$ cat src/rtl/mem_port_arbiter_if.sv
// Bundle of requester, memory-command and status signals around mem_port_arbiter.
// The arb modport is the arbiter's view; tb is the environment's view.
interface mem_port_arbiter_if #(
    parameter int unsigned ADDR_W = 32,
    parameter int unsigned DATA_W = 32
);
    logic              r0_req;
    logic              r0_mode;
    logic [ADDR_W-1:0] r0_addr;
    logic [DATA_W-1:0] r0_wdata;
    logic              r0_ack;
    logic [DATA_W-1:0] r0_rdata;
    logic              r0_err;

    logic              r1_req;
    logic              r1_mode;
    logic [ADDR_W-1:0] r1_addr;
    logic [DATA_W-1:0] r1_wdata;
    logic              r1_ack;
    logic [DATA_W-1:0] r1_rdata;
    logic              r1_err;

    logic              mem_valid;
    logic              mem_mode;
    logic [ADDR_W-1:0] mem_addr;
    logic [DATA_W-1:0] mem_wdata;
    logic              mem_ready;
    logic [DATA_W-1:0] mem_rdata;

    logic              busy;
    logic              owner;

    modport arb (
        input  r0_req, r0_mode, r0_addr, r0_wdata,
        input  r1_req, r1_mode, r1_addr, r1_wdata,
        input  mem_ready, mem_rdata,
        output r0_ack, r0_rdata, r0_err,
        output r1_ack, r1_rdata, r1_err,
        output mem_valid, mem_mode, mem_addr, mem_wdata,
        output busy, owner
    );

    modport tb (
        output r0_req, r0_mode, r0_addr, r0_wdata,
        output r1_req, r1_mode, r1_addr, r1_wdata,
        output mem_ready, mem_rdata,
        input  r0_ack, r0_rdata, r0_err,
        input  r1_ack, r1_rdata, r1_err,
        input  mem_valid, mem_mode, mem_addr, mem_wdata,
        input  busy, owner
    );
endinterface

$ cat src/rtl/mem_port_arbiter.sv
// Two-port round-robin arbiter serialising read/write requests onto one
// valid/ready memory command interface, with a per-command timeout.
module mem_port_arbiter #(
    parameter int unsigned ADDR_W  = 32,
    parameter int unsigned DATA_W  = 32,
    parameter int unsigned TIMEOUT = 255
) (
    input  logic                 clk,
    input  logic                 rst_n,
    mem_port_arbiter_if.arb      bus
);
    localparam int unsigned CNT_W = $clog2(TIMEOUT + 1);
    localparam logic [CNT_W-1:0] CNT_LAST = CNT_W'(TIMEOUT - 1);

    typedef enum logic [1:0] {
        S_IDLE,
        S_ISSUE,
        S_RESP
    } state_e;

    state_e            state_q, state_d;
    logic              owner_q, owner_d;
    logic              last_q, last_d;
    logic [CNT_W-1:0]  cnt_q, cnt_d;
    logic              mode_q, mode_d;
    logic [ADDR_W-1:0] addr_q, addr_d;
    logic [DATA_W-1:0] wdata_q, wdata_d;
    logic [DATA_W-1:0] rdata_q, rdata_d;
    logic              err_q, err_d;
    logic              grant;
    logic              ack0, ack1;

    always_ff @(posedge clk or negedge rst_n) begin
        if (!rst_n) begin
            state_q <= S_IDLE;
            owner_q <= 1'b0;
            last_q  <= 1'b1;
            cnt_q   <= '0;
            mode_q  <= 1'b0;
            addr_q  <= '0;
            wdata_q <= '0;
            rdata_q <= '0;
            err_q   <= 1'b0;
        end else begin
            state_q <= state_d;
            owner_q <= owner_d;
            last_q  <= last_d;
            cnt_q   <= cnt_d;
            mode_q  <= mode_d;
            addr_q  <= addr_d;
            wdata_q <= wdata_d;
            rdata_q <= rdata_d;
            err_q   <= err_d;
        end
    end

    always_comb begin
        state_d = state_q;
        owner_d = owner_q;
        last_d  = last_q;
        cnt_d   = cnt_q;
        mode_d  = mode_q;
        addr_d  = addr_q;
        wdata_d = wdata_q;
        rdata_d = rdata_q;
        err_d   = err_q;
        grant   = 1'b0;
        case (state_q)
            S_IDLE: begin
                rdata_d = '0;
                err_d   = 1'b0;
                if (bus.r0_req || bus.r1_req) begin
                    // On a tie the port that did not win last time goes next.
                    grant   = (bus.r0_req && bus.r1_req) ? ~last_q : bus.r1_req;
                    owner_d = grant;
                    last_d  = grant;
                    cnt_d   = '0;
                    mode_d  = grant ? bus.r1_mode  : bus.r0_mode;
                    addr_d  = grant ? bus.r1_addr  : bus.r0_addr;
                    wdata_d = grant ? bus.r1_wdata : bus.r0_wdata;
                    state_d = S_ISSUE;
                end
            end
            S_ISSUE: begin
                // A ready arriving in the expiry cycle still counts as success.
                if (bus.mem_ready) begin
                    rdata_d = mode_q ? '0 : bus.mem_rdata;
                    err_d   = 1'b0;
                    state_d = S_RESP;
                end else if (cnt_q == CNT_LAST) begin
                    rdata_d = '0;
                    err_d   = 1'b1;
                    state_d = S_RESP;
                end else begin
                    cnt_d = cnt_q + CNT_W'(1);
                end
            end
            S_RESP: begin
                state_d = S_IDLE;
            end
            default: begin
                state_d = S_IDLE;
            end
        endcase
    end

    assign ack0 = (state_q == S_RESP) && !owner_q;
    assign ack1 = (state_q == S_RESP) &&  owner_q;

    assign bus.r0_ack    = ack0;
    assign bus.r1_ack    = ack1;
    assign bus.r0_rdata  = ack0 ? rdata_q : '0;
    assign bus.r1_rdata  = ack1 ? rdata_q : '0;
    assign bus.r0_err    = ack0 && err_q;
    assign bus.r1_err    = ack1 && err_q;

    assign bus.mem_valid = (state_q == S_ISSUE);
    assign bus.mem_mode  = mode_q;
    assign bus.mem_addr  = addr_q;
    assign bus.mem_wdata = wdata_q;
    assign bus.busy      = (state_q != S_IDLE);
    assign bus.owner     = owner_q;
endmodule

$ cat src/flat_wrapper.sv
// flat-port wrapper written by rule: the top's interface ports become plain ports
module mem_port_arbiter_flat 
#(
    parameter int unsigned ADDR_W  = 32,
    parameter int unsigned DATA_W  = 32,
    parameter int unsigned TIMEOUT = 255
)
  (clk, rst_n, bus_r0_req, bus_r0_mode, bus_r0_addr, bus_r0_wdata, bus_r1_req, bus_r1_mode, bus_r1_addr, bus_r1_wdata, bus_mem_ready, bus_mem_rdata, bus_r0_ack, bus_r0_rdata, bus_r0_err, bus_r1_ack, bus_r1_rdata, bus_r1_err, bus_mem_valid, bus_mem_mode, bus_mem_addr, bus_mem_wdata, bus_busy, bus_owner);
  mem_port_arbiter_if #(.ADDR_W(ADDR_W), .DATA_W(DATA_W)) bus_i ();
  input  logic clk;
  input  logic rst_n;
  input wire logic [$bits(bus_i.r0_req)-1:0] bus_r0_req;
  input wire logic [$bits(bus_i.r0_mode)-1:0] bus_r0_mode;
  input wire logic [$bits(bus_i.r0_addr)-1:0] bus_r0_addr;
  input wire logic [$bits(bus_i.r0_wdata)-1:0] bus_r0_wdata;
  input wire logic [$bits(bus_i.r1_req)-1:0] bus_r1_req;
  input wire logic [$bits(bus_i.r1_mode)-1:0] bus_r1_mode;
  input wire logic [$bits(bus_i.r1_addr)-1:0] bus_r1_addr;
  input wire logic [$bits(bus_i.r1_wdata)-1:0] bus_r1_wdata;
  input wire logic [$bits(bus_i.mem_ready)-1:0] bus_mem_ready;
  input wire logic [$bits(bus_i.mem_rdata)-1:0] bus_mem_rdata;
  output wire logic [$bits(bus_i.r0_ack)-1:0] bus_r0_ack;
  output wire logic [$bits(bus_i.r0_rdata)-1:0] bus_r0_rdata;
  output wire logic [$bits(bus_i.r0_err)-1:0] bus_r0_err;
  output wire logic [$bits(bus_i.r1_ack)-1:0] bus_r1_ack;
  output wire logic [$bits(bus_i.r1_rdata)-1:0] bus_r1_rdata;
  output wire logic [$bits(bus_i.r1_err)-1:0] bus_r1_err;
  output wire logic [$bits(bus_i.mem_valid)-1:0] bus_mem_valid;
  output wire logic [$bits(bus_i.mem_mode)-1:0] bus_mem_mode;
  output wire logic [$bits(bus_i.mem_addr)-1:0] bus_mem_addr;
  output wire logic [$bits(bus_i.mem_wdata)-1:0] bus_mem_wdata;
  output wire logic [$bits(bus_i.busy)-1:0] bus_busy;
  output wire logic [$bits(bus_i.owner)-1:0] bus_owner;
  assign bus_i.r0_req = bus_r0_req;
  assign bus_i.r0_mode = bus_r0_mode;
  assign bus_i.r0_addr = bus_r0_addr;
  assign bus_i.r0_wdata = bus_r0_wdata;
  assign bus_i.r1_req = bus_r1_req;
  assign bus_i.r1_mode = bus_r1_mode;
  assign bus_i.r1_addr = bus_r1_addr;
  assign bus_i.r1_wdata = bus_r1_wdata;
  assign bus_i.mem_ready = bus_mem_ready;
  assign bus_i.mem_rdata = bus_mem_rdata;
  assign bus_r0_ack = bus_i.r0_ack;
  assign bus_r0_rdata = bus_i.r0_rdata;
  assign bus_r0_err = bus_i.r0_err;
  assign bus_r1_ack = bus_i.r1_ack;
  assign bus_r1_rdata = bus_i.r1_rdata;
  assign bus_r1_err = bus_i.r1_err;
  assign bus_mem_valid = bus_i.mem_valid;
  assign bus_mem_mode = bus_i.mem_mode;
  assign bus_mem_addr = bus_i.mem_addr;
  assign bus_mem_wdata = bus_i.mem_wdata;
  assign bus_busy = bus_i.busy;
  assign bus_owner = bus_i.owner;
  mem_port_arbiter #(.ADDR_W(ADDR_W), .DATA_W(DATA_W), .TIMEOUT(TIMEOUT)) u_core (.clk(clk), .rst_n(rst_n), .bus(bus_i));
endmodule
$ cat config.mk
export PLATFORM = sky130hd
export DESIGN_NAME = mem_port_arbiter_flat
export DESIGN_NICKNAME = d
export VERILOG_FILES = /design/src/rtl/mem_port_arbiter_if.sv /design/src/rtl/mem_port_arbiter.sv /design/src/flat_wrapper.sv
export SDC_FILE = /design/constraint.sdc
export NUM_CORES = 1
export LEC_CHECK = 0
export CORE_AREA = 2 2 118 120
export CTS_BUF_LIST = sky130_fd_sc_hd__clkbuf_4 sky130_fd_sc_hd__clkbuf_8 sky130_fd_sc_hd__clkbuf_16
export CTS_CLUSTER_SIZE = 14
export DETAILED_ROUTE_END_ITERATION = 10
export DIE_AREA = 0 0 120 122
export PLACE_DENSITY = 0.82
export SYNTH_ARGS = -nofsm -noshare
export SYNTH_HDL_FRONTEND = slang
export SYNTH_SLANG_ARGS = --single-unit
$ cat constraint.sdc
create_clock -name clk -period 2.9 [get_ports clk]
set_input_delay 0.58 -clock clk [delete_from_list [all_inputs] [get_ports clk]]
set_output_delay 0.58 -clock clk [all_outputs]
set_load 0.1 [all_outputs]
==> out/qor.csv, run 1 <==
metric,value,unit
status,"complete, no violations",
IO Port Bufs,302,
TNS Setup,0,ps
R2R setup slack,880,ps
Initial Utilization,0.387,
Final Skew,8.16,ps
Post CTS Setup Buffer Count,0,
syn_nets,671,
setup violators final,0,
Final #Nets,960,
# rows,43,
Vert. Die Dim,122,um
leading post-synthesis cells by instance count,"109 x dfrtp_1, 74 x nand2_1, 66 x and2_1",
synth-to-layout area growth,74.6,%
Worst setup SP type,flop,
CP endpoint kind,primary output,
RSZ-0062 raised after global routing,no,
crit-path cells,"inv_1, nor3b_2, buf_4, and2_1, buf_4",
final wirelength,16500,um
clk_lat worst skew,340,ps
number of synthesis warnings,0,
vias in the first global route,5007,
hold_buf cts,0,
Yosys cell types,37,
vias per inst,5.02,
"Seq/Total Area, Yosys",0.527,
Power Dens Cells,1120,nW/um^2
"flops & latches, synth",110,
Final GP Congestion,0.834,
final core occ,0.676,
Pint,0.00440,W
CP max-delay cell,dfrtp_1,
share of cells above drive strength 1,0.240,
post-CTS sizing,0,
cells after synthesis,502,
Clock Sinks,110,
gr usage total,0.224,
initial antenna violation count,0,
Worst Path Required,2320,ps
Tightest Pin Transition,610,ps
DR iter-0 viols,227,
Worst-path clk slew,70,ps
DP HPWL,12800,um
final hold vios,0,
first-pass GRT wire length,25700,um
switching share of power,0.568,
Area after DPL,8780,sq um
Hold WC Path Type,input pin to async pin,
largest area contributor in the netlist,dfrtp_1,
fraction of registers with async set or reset after synthesis,1.00,
reg-to-reg startpoint,u_core.cnt_q[0],
largest net degree at the start of global routing,77,
max incr delay on CP,400,ps
Leak,4.19,nW
most frequent CP cell,buf_4,
mapped cell area,5230,sq um
CORE AREA,13500,sq um
crit path max fanout,34,
switching power of the nets,0.00579,W
total iterations of the first detailed-routing run,4,
Peak Freq,423,MHz
clk buf depth,2,
Max VDD drop,0.000918,V
Setup CP Type,flop to primary output,
CTS H-tree lvls,3,
clock share of power,0.138,
GRT overflow,0,
Reg power frac,0.252,
Post-synth EDFFs,0,
root buf cell,clkbuf_16,
routed len/inst,16.9,um
Tmin final,2360,ps
Vias,4898,
"count leader, synth",dfrtp_1,
area share of the largest cell type after synthesis,0.522,
Avg Inst Size Synth,10.4,sq um
relative slew slack,0.594,
Die Wd,120,um
CTS tree,yes,
DRC,0,
max-cap violations,0,
worst reg-to-reg path cell count,7,
Worst Path Arrival,1780,ps
diodes inserted,0,
Comb power frac,0.611,
final period utilization,0.814,
synth top area cells,"dfrtp_1 52%, mux2i_1 12%, and2_1 7.9%, o21ai_0 6.0%, a22o_1 5.4%",
Max Transition Viols Final,0,
top_reg_cell synth,dfrtp_1,
Antenna Violating Nets Remaining,0,
total CTS buffers,9,
worst reg2reg path endpoint,u_core.rdata_q[11],
die area,14600,sq um
design area,9130,sq um
Ports,303,
-- cells in the final DEF (no fill, tap or decap), types with 2 or more instances in the layout --
| master | n |
|---|---|
| a22o_1 | 32 |
| or3_1 | 2 |
| and2_2 | 18 |
| clkdlybuf4s50_1 | 165 |
| a21o_1 | 2 |
| o21ai_0 | 63 |
| and3_1 | 2 |
| mux2i_1 | 65 |
| buf_4 | 93 |
| a21oi_1 | 5 |
| bufinv_16 | 3 |
| dfrtp_1 | 108 |
| nand3_1 | 8 |
| nand2_1 | 74 |
| o21ai_1 | 8 |
| ha_1 | 2 |
| buf_12 | 56 |
| clkinv_2 | 2 |
| or2_4 | 2 |
| nor2_1 | 4 |
| a31oi_1 | 2 |
| and2_1 | 48 |
| inv_1 | 4 |
| clkbuf_16 | 9 |
-- area by class of cell --
cell class              instances  area (sq um)
fillers                      1021          4380
multi-input cells             352          2320
clock buffers                  10           233
inverters                       4          15.0
well taps                     180           225
repair buffers                314          3470
flip-flops and latches        110          2760
clock inverters                 6           109
-- how the worst max path moves through the flow --
stage,end,cells after the start,slack (ps),start
floorplan,bus_r1_rdata[22],3,20,u_core.bus.owner
global placement,u_core.bus.mem_addr[19],6,650,bus_r1_req
detailed placement,u_core.bus.mem_addr[0],6,530,bus_r1_req
CTS,bus_r1_rdata[18],5,500,u_core.state_q[1]
global route,bus_r0_err,5,380,u_core.state_q[1]
finish,bus_r1_rdata[18],5,540,u_core.state_q[1]
-- power by group through the flow --
stage | logic (W) | clock network [W] | registers (W)
2_1_floorplan | 0.00151 | 0 | 0.00572
3_5_place_dp | 0.00627 | 0 | 0.00257
5_1_grt | 0.00649 | 0.00150 | 0.00265
6_report | 0.00622 | 0.00141 | 0.00256
4_1_cts | 0.00626 | 0.00144 | 0.00256
3_3_place_gp | 0.00615 | 0 | 0.00255
-- sequential cells by signal, indices dropped and copies added (netlist names) --
name	count
u_core.bus.mem_mode	1
u_core.bus.mem_wdata	32
u_core.last_q	1
u_core.cnt_q	8
u_core.bus.owner	1
u_core.bus.mem_addr	32
u_core.rdata_q	32
u_core.err_q	1
u_core.state_q	2
-- worst max-delay path: cells and delay by family (launching register included) --
| family | cells | cell delay, ps |
|---|---|---|
| buffers and inverters | 3 | 700 |
| flip-flops | 1 | 400 |
| AND/OR/NAND/NOR | 2 | 340 |
-- routing by layer --
layer	vias to the layer above	global-route usage	share of wire
li1	2293	-	-
met2	234	0.392	0.51
met3	27	0.0571	0.074
met1	2344	0.263	0.39
met4	0	0.0941	0.026
met5	-	0	0
-- logic make-up (layout without fill, tap and decap cells) --
group / after synthesis / after routing / synth area share
buffers and inverters: 40 / 334 / 0.0395
adder cells (fa/ha/maj): 2 / 2 / 0.00479
AND/OR/NAND/NOR: 167 / 167 / 0.163
multiplexers: 65 / 65 / 0.124
flip-flops: 110 / 110 / 0.527
AO/OA/AOI/OAI: 116 / 116 / 0.138
XOR/XNOR: 2 / 2 / 0.00335
-- through the flow --
step / hold WS (ps) / std cells / setup slack (ps) / total power [W]
2_1_floorplan: 284 / 502 / 21.8 / 0.00724
3_3_place_gp: 466 / 960 / 649 / 0.00871
3_5_place_dp: 472 / 960 / 527 / 0.00884
4_1_cts: 161 / 976 / 499 / 0.0103
5_1_grt: 175 / 976 / 379 / 0.0106
6_report: 157 / 976 / 538 / 0.0102
(Power assumes the default switching activity.)
==> run 2: changes to the inputs <==
- CORE_AREA: 2 2 118 120 -> unset
- CORE_MARGIN: unset -> 1
- CORE_UTILIZATION: unset -> 38
- DIE_AREA: 0 0 120 122 -> unset
- PLACE_DENSITY: 0.82 -> 0.79
- clock period: 2.9 -> 2.2 ns (I/O delays scaled with it)
==> run 2 against run 1 <==
Against the previous run:
- critical path depth rose by 1
- via count rose by 0.71%
- cell count rose by 0.10%
- utilization rose by 4.1 points
- worst hold slack got worse by 150 ps
- total power rose by 34%
- sequential power rose by 33%
- clock skew fell by 3.3 ps
- count of clock-buffer cells in the layout fell by 1
- design area rose by 4.8%
- critical endpoint is now bus_r1_rdata[27]
==> out/qor.csv, run 2 (synthesis results as in run 1) <==
metric,value,unit
CTS tree,yes,
clk_lat worst skew,340,ps
CP endpoint kind,primary output,
synth-to-layout area growth,83.0,%
Final Skew,4.90,ps
initial antenna violation count,0,
routed len/inst,17.6,um
Antenna Violating Nets Remaining,0,
CP Buf/Inv Count,4,
final hold vios,0,
Worst-path clk slew,70,ps
CP top delay family,buffers and inverters,
diodes inserted,0,
Final GP Congestion,0.846,
Tightest Pin Transition,403,ps
Worst Path Arrival,1680,ps
met2 Use GR,0.448,
Hold WC Path Type,input pin to async pin,
crit path max fanout,10,
Place WS,140,ps
Final #Nets,965,
CP startpoint,u_core.state_q[1],
Vert. Die Dim,119,um
gr usage total,0.240,
Worst setup SP type,flop,
final period utilization,0.963,
Peak Freq,472,MHz
Ports,303,
setup violators final,0,
IO Port Bufs,302,
relative slew slack,0.732,
Leak,4.35,nW
clk buf depth,2,
DR iter-0 viols,282,
final wirelength,17200,um
Max Transition Viols Final,0,
reg-to-reg startpoint,u_core.cnt_q[0],
R2R setup slack,320,ps
RSZ-0062 raised after global routing,yes,
# rows,42,
GR Util met3,0.0421,
crit-path cells,"inv_2, nor3b_4, buf_6, clkbuf_16, and2_4, buf_12",
first-pass GRT wire length,26500,um
CORE AREA,13300,sq um
"commonest cells after routing, fill and taps aside","165 x clkdlybuf4s50_1, 107 x dfrtp_1, 77 x buf_12, 74 x nand2_1, 73 x buf_4",
total CTS buffers,9,
vias per inst,5.05,
CTS H-tree lvls,3,
status,"complete, no violations",
die area,14200,sq um
largest net degree at the start of global routing,80,
Initial Utilization,0.392,
Vias,4933,
filler cell count,924,
DP HPWL,13400,um
root buf cell,clkbuf_16,
"most common cell after layout, fill and taps aside",clkdlybuf4s50_1,
max incr delay on CP,410,ps
grt peak-use layer,met2,
Power Dens Cells,1430,nW/um^2
Setup CP Type,flop to primary output,
Clock Sinks,110,
DRC,0,
CP max-delay cell,dfrtp_1,
Worst Path Required,1760,ps
max-cap violations,0,
vias in the first global route,5016,
TNS Setup,0,ps
GRT overflow,0,
met1 Use GR,0.278,
hold_buf cts,0,
Max VDD drop,0.00108,V
share of cells above drive strength 1,0.307,
total iterations of the first detailed-routing run,4,
Tmin final,2120,ps
setup ws final,80.3,ps
Die Wd,119,um
[run 2: cell types whose count changed in the layout (fill, tap and decap cells not counted), sizes merged]
cell,previous run,this run
buf,149,153
clkinv,2,3
clkinvlp,0,1
inv,5,4
[run 2: metrics by stage]
step	power, W	cell area (sq um)	utilization	hold slack [ps]	cells
6_report	0.0137	9560	0.716	10.4	977
5_1_grt	0.0142	9560	0.716	16.7	977
4_1_cts	0.0137	9480	0.710	7.17	972
3_5_place_dp	0.0118	9140	0.684	380	956
3_3_place_gp	0.0117	9140	0.684	375	956
2_1_floorplan	0.00959	5380	-	144	502
[run 2: final timing paths]
check,to,depth (start not counted)
max in group asynchronous,u_core.bus.mem_wdata[14],2
hold / removal,u_core.rdata_q[2],1
hold reg to reg,u_core.last_q,2
setup reg to reg,u_core.rdata_q[21],7
min in group clk,u_core.last_q,2
setup / recovery,bus_r1_rdata[27],6
[run 2: timing repair]
item                                   CTS  global route
gates cloned                             0             2
endpoints found under the hold margin    0             0
resized for setup                        1            15
buffers inserted                         0             3
setup endpoints to repair                3            67
pin swaps                                0             3
[run 2: power breakdown]
part,internal (W),switching [W]
sequential,0.00283,0.000575
clock,0.00111,0.000719
combinational,0.00203,0.00641
[run 2: area by class of cell]
class | count | area (sq um) | area share
clock buffers | 9 | 225 | 0.0236
clock inverters | 7 | 113 | 0.0118
inverters | 4 | 15.0 | 0.00157
multi-input cells | 352 | 2430 | 0.254
flip-flops and latches | 110 | 2760 | 0.288
well taps | 176 | 220 | 0.0230
repair buffers | 319 | 3800 | 0.397
[run 2: routing by layer]
layer | wire, um | share of wire
met5 | 0 | 0
met2 | 9370 | 0.55
met4 | 201 | 0.012
met1 | 6510 | 0.38
met3 | 1090 | 0.063
==> run 3: changes to the inputs <==
- ABC_AREA: unset -> 1
- CORE_UTILIZATION: 38 -> 40
- CTS_BUF_LIST: sky130_fd_sc_hd__clkbuf_4 sky130_fd_sc_hd__clkbuf_8 sky130_fd_sc_hd__clkbuf_16 -> sky130_fd_sc_hd__clkbuf_16
- PLACE_DENSITY: 0.79 -> 0.81
==> run 3 against run 2 <==
Against the previous run:
- the run now ends with setup timing left
- clock skew up 1.5 ps
- non-clock buffer count rose by 5
- register-to-register slack gained 210 ps
- total power rose by 6.7%
- combinational power up 12%
- critical endpoint is now bus_r0_rdata[21]
- die area grew 1.6%
- largest cell class unchanged
- sequential power about the same
==> out/qor.csv, run 3 <==
metric,value,unit
status,"finished, violations left",
failing checks,setup timing,
vias in the first global route,5878,
Worst Path Required,1760,ps
total iterations of the first detailed-routing run,4,
cells after synthesis,685,
largest net degree at the start of global routing,66,
Final GP Congestion,0.859,
Vias,5834,
Placed Cells incl. Taps,1140,
setup violators final,1,
final core occ,0.760,
final hold vios,0,
mapped cell area,5590,sq um
Pint,0.00591,W
CP Buf/Inv Count,4,
max-cap violations,0,
design area,10200,sq um
Setup CP Type,flop to primary output,
Final Skew,6.44,ps
number of synthesis warnings,0,
initial antenna violation count,0,
crit path max fanout,33,
DP HPWL,14900,um
Max Transition Viols Final,0,
synth top area cells,"dfrtp_1 49%, nor2_1 9.1%, o21ai_1 7.3%, nand2_1 6.0%, o21ai_0 5.1%",
relative slew slack,0.609,
Max VDD drop,0.00176,V
final wirelength,20100,um
register area,2760,sq um
CORE AREA,13500,sq um
Leak,4.31,nW
Tightest Pin Transition,585,ps
Peak Freq,454,MHz
"commonest cells after routing, fill and taps aside","165 x clkdlybuf4s50_1, 107 x dfrtp_1, 88 x nand2_1, 81 x o21ai_1, 79 x buf_4",
die area,14500,sq um
vias per inst,5.02,
hold_buf cts,0,
Post-synth EDFFs,0,
Worst Path Arrival,1760,ps
clk buf depth,2,
Yosys cell types,33,
total CTS buffers,9,
"flops & latches, synth",110,
CP max-delay cell,dfrtp_1,
Worst-path clk slew,70,ps
leading post-synthesis cells by instance count,"136 x nor2_1, 109 x dfrtp_1, 89 x nand2_1",
root buf cell,clkbuf_16,
Clock Sinks,110,
worst reg-to-reg path cell count,9,
"non-filler cells, final",1161,
first-pass GRT wire length,31300,um
TNS Setup,-0.849,ps
gr usage total,0.280,
"Seq/Total Area, Yosys",0.493,
CP top delay family,buffers and inverters,
share of cells above drive strength 1,0.331,
CTS tree,yes,
Area after DPL,9820,sq um
# rows,42,
"most common cell after layout, fill and taps aside",clkdlybuf4s50_1,
Comb power frac,0.651,
largest area contributor in the netlist,dfrtp_1,
area share of the largest cell type after synthesis,0.488,
hold slack,50.8,ps
Die Wd,120,um
Antenna Violating Nets Remaining,0,
Worst setup SP type,flop,
DR iter-0 viols,279,
"count leader, synth",nor2_1,
most frequent CP cell,buf_12,
fraction of registers with async set or reset after synthesis,1.00,
CP endpoint kind,primary output,
diodes inserted,0,
crit-path cells,"inv_4, nor3_4, inv_2, buf_12, nor2_4, buf_12",
Tmin final,2200,ps
GRT overflow,0,
syn_nets,854,
IO Port Bufs,302,
clk_lat worst skew,350,ps
Avg Inst Size Synth,8.16,sq um
Initial Utilization,0.416,
top_reg_cell synth,dfrtp_1,
cell depth of the worst setup path,6,
switching power of the nets,0.00867,W
Hold WC Path Type,input pin to async pin,
clock share of power,0.115,
CTS H-tree lvls,3,
setup ws final,-0.849,ps
final period utilization,1.00,
multi-input logic area,2770,sq um
Vert. Die Dim,120,um
synth-to-layout area growth,82.9,%
Final #Nets,1149,
max incr delay on CP,390,ps
RSZ-0062 raised after global routing,yes,
filler cell count,896,
routed len/inst,17.3,um
Power Dens Cells,1430,nW/um^2
DRC,0,
switching share of power,0.595,
Ports,303,
Reg power frac,0.235,
run 3: cell types whose count changed in the layout (fill, tap and decap cells not counted), moves of 34 or more:
| cell | change |
|---|---|
| and2_4 | -38 |
| inv_1 | +68 |
| mux2i_1 | -65 |
| nand2_2 | +34 |
| nor2_1 | +66 |
| nor2_4 | +66 |
| o21ai_1 | +73 |
run 3: routing by layer:
metal / global-route usage / up-vias / wire, um
met4: 0.117 / 0 / 647
li1: - / 2743 / -
met2: 0.485 / 262 / 10200
met1: 0.330 / 2789 / 7650
met3: 0.0703 / 40 / 1570
met5: 0 / - / 0
run 3: through the flow:
step | worst slack, ps | total power [W]
floorplan | -704 | 0.0106
global placement | 174 | 0.0127
CTS | -35.2 | 0.0146
global route | -51.8 | 0.0152
detailed placement | 145 | 0.0129
finish | -0.849 | 0.0146
run 3: what timing repair did:
action / in CTS / in global routing
resized for setup: 4 / 2
hold endpoints to repair: 0 / 0
setup buffers: 0 / 2
endpoints found under the setup margin: 40 / 66
pin swaps: 2 / 1
gates cloned: 2 / 1
run 3: logic make-up (layout without fill, tap and decap cells):
group | count (synthesis) | in the layout | share of synthesized area
DFF | 110 | 110 | 0.493
adders and majority gates | 2 | 2 | 0.00448
buffers and inverters | 119 | 419 | 0.101
and+or+nand+nor | 279 | 279 | 0.223
AOI/OAI and AO/OA | 172 | 172 | 0.174
xor gates and xnor gates | 3 | 3 | 0.00470
run 3: power by group through the flow:
stage	logic, W	registers, W	clock network, W
2_1_floorplan	0.00284	0.00774	0
3_3_place_gp	0.00931	0.00341	0
3_5_place_dp	0.00946	0.00341	0
4_1_cts	0.00950	0.00341	0.00169
5_1_grt	0.00988	0.00351	0.00179
6_report	0.00949	0.00343	0.00167
run 3: worst paths after layout:
kind / slack (ps) / start / to
max reg2reg: 530 / u_core.cnt_q[0] / u_core.rdata_q[27]
max in group asynchronous: 1530 / rst_n / u_core.bus.mem_mode
min reg2reg: 480 / u_core.last_q / u_core.last_q
min in group clk: 480 / u_core.last_q / u_core.last_q
min: 50 / rst_n / u_core.bus.mem_addr[13]
max: -0.8 / u_core.state_q[1] / bus_r0_rdata[21]
run 3: area by class of cell:
cell class                 count  area share
timing repair buffer         324       0.379
multi-input combinational    456       0.271
sequential                   110       0.270
inverter                      79      0.0300
clock buffer                   9      0.0220
tap                          176      0.0215
clock inverter                 7     0.00710
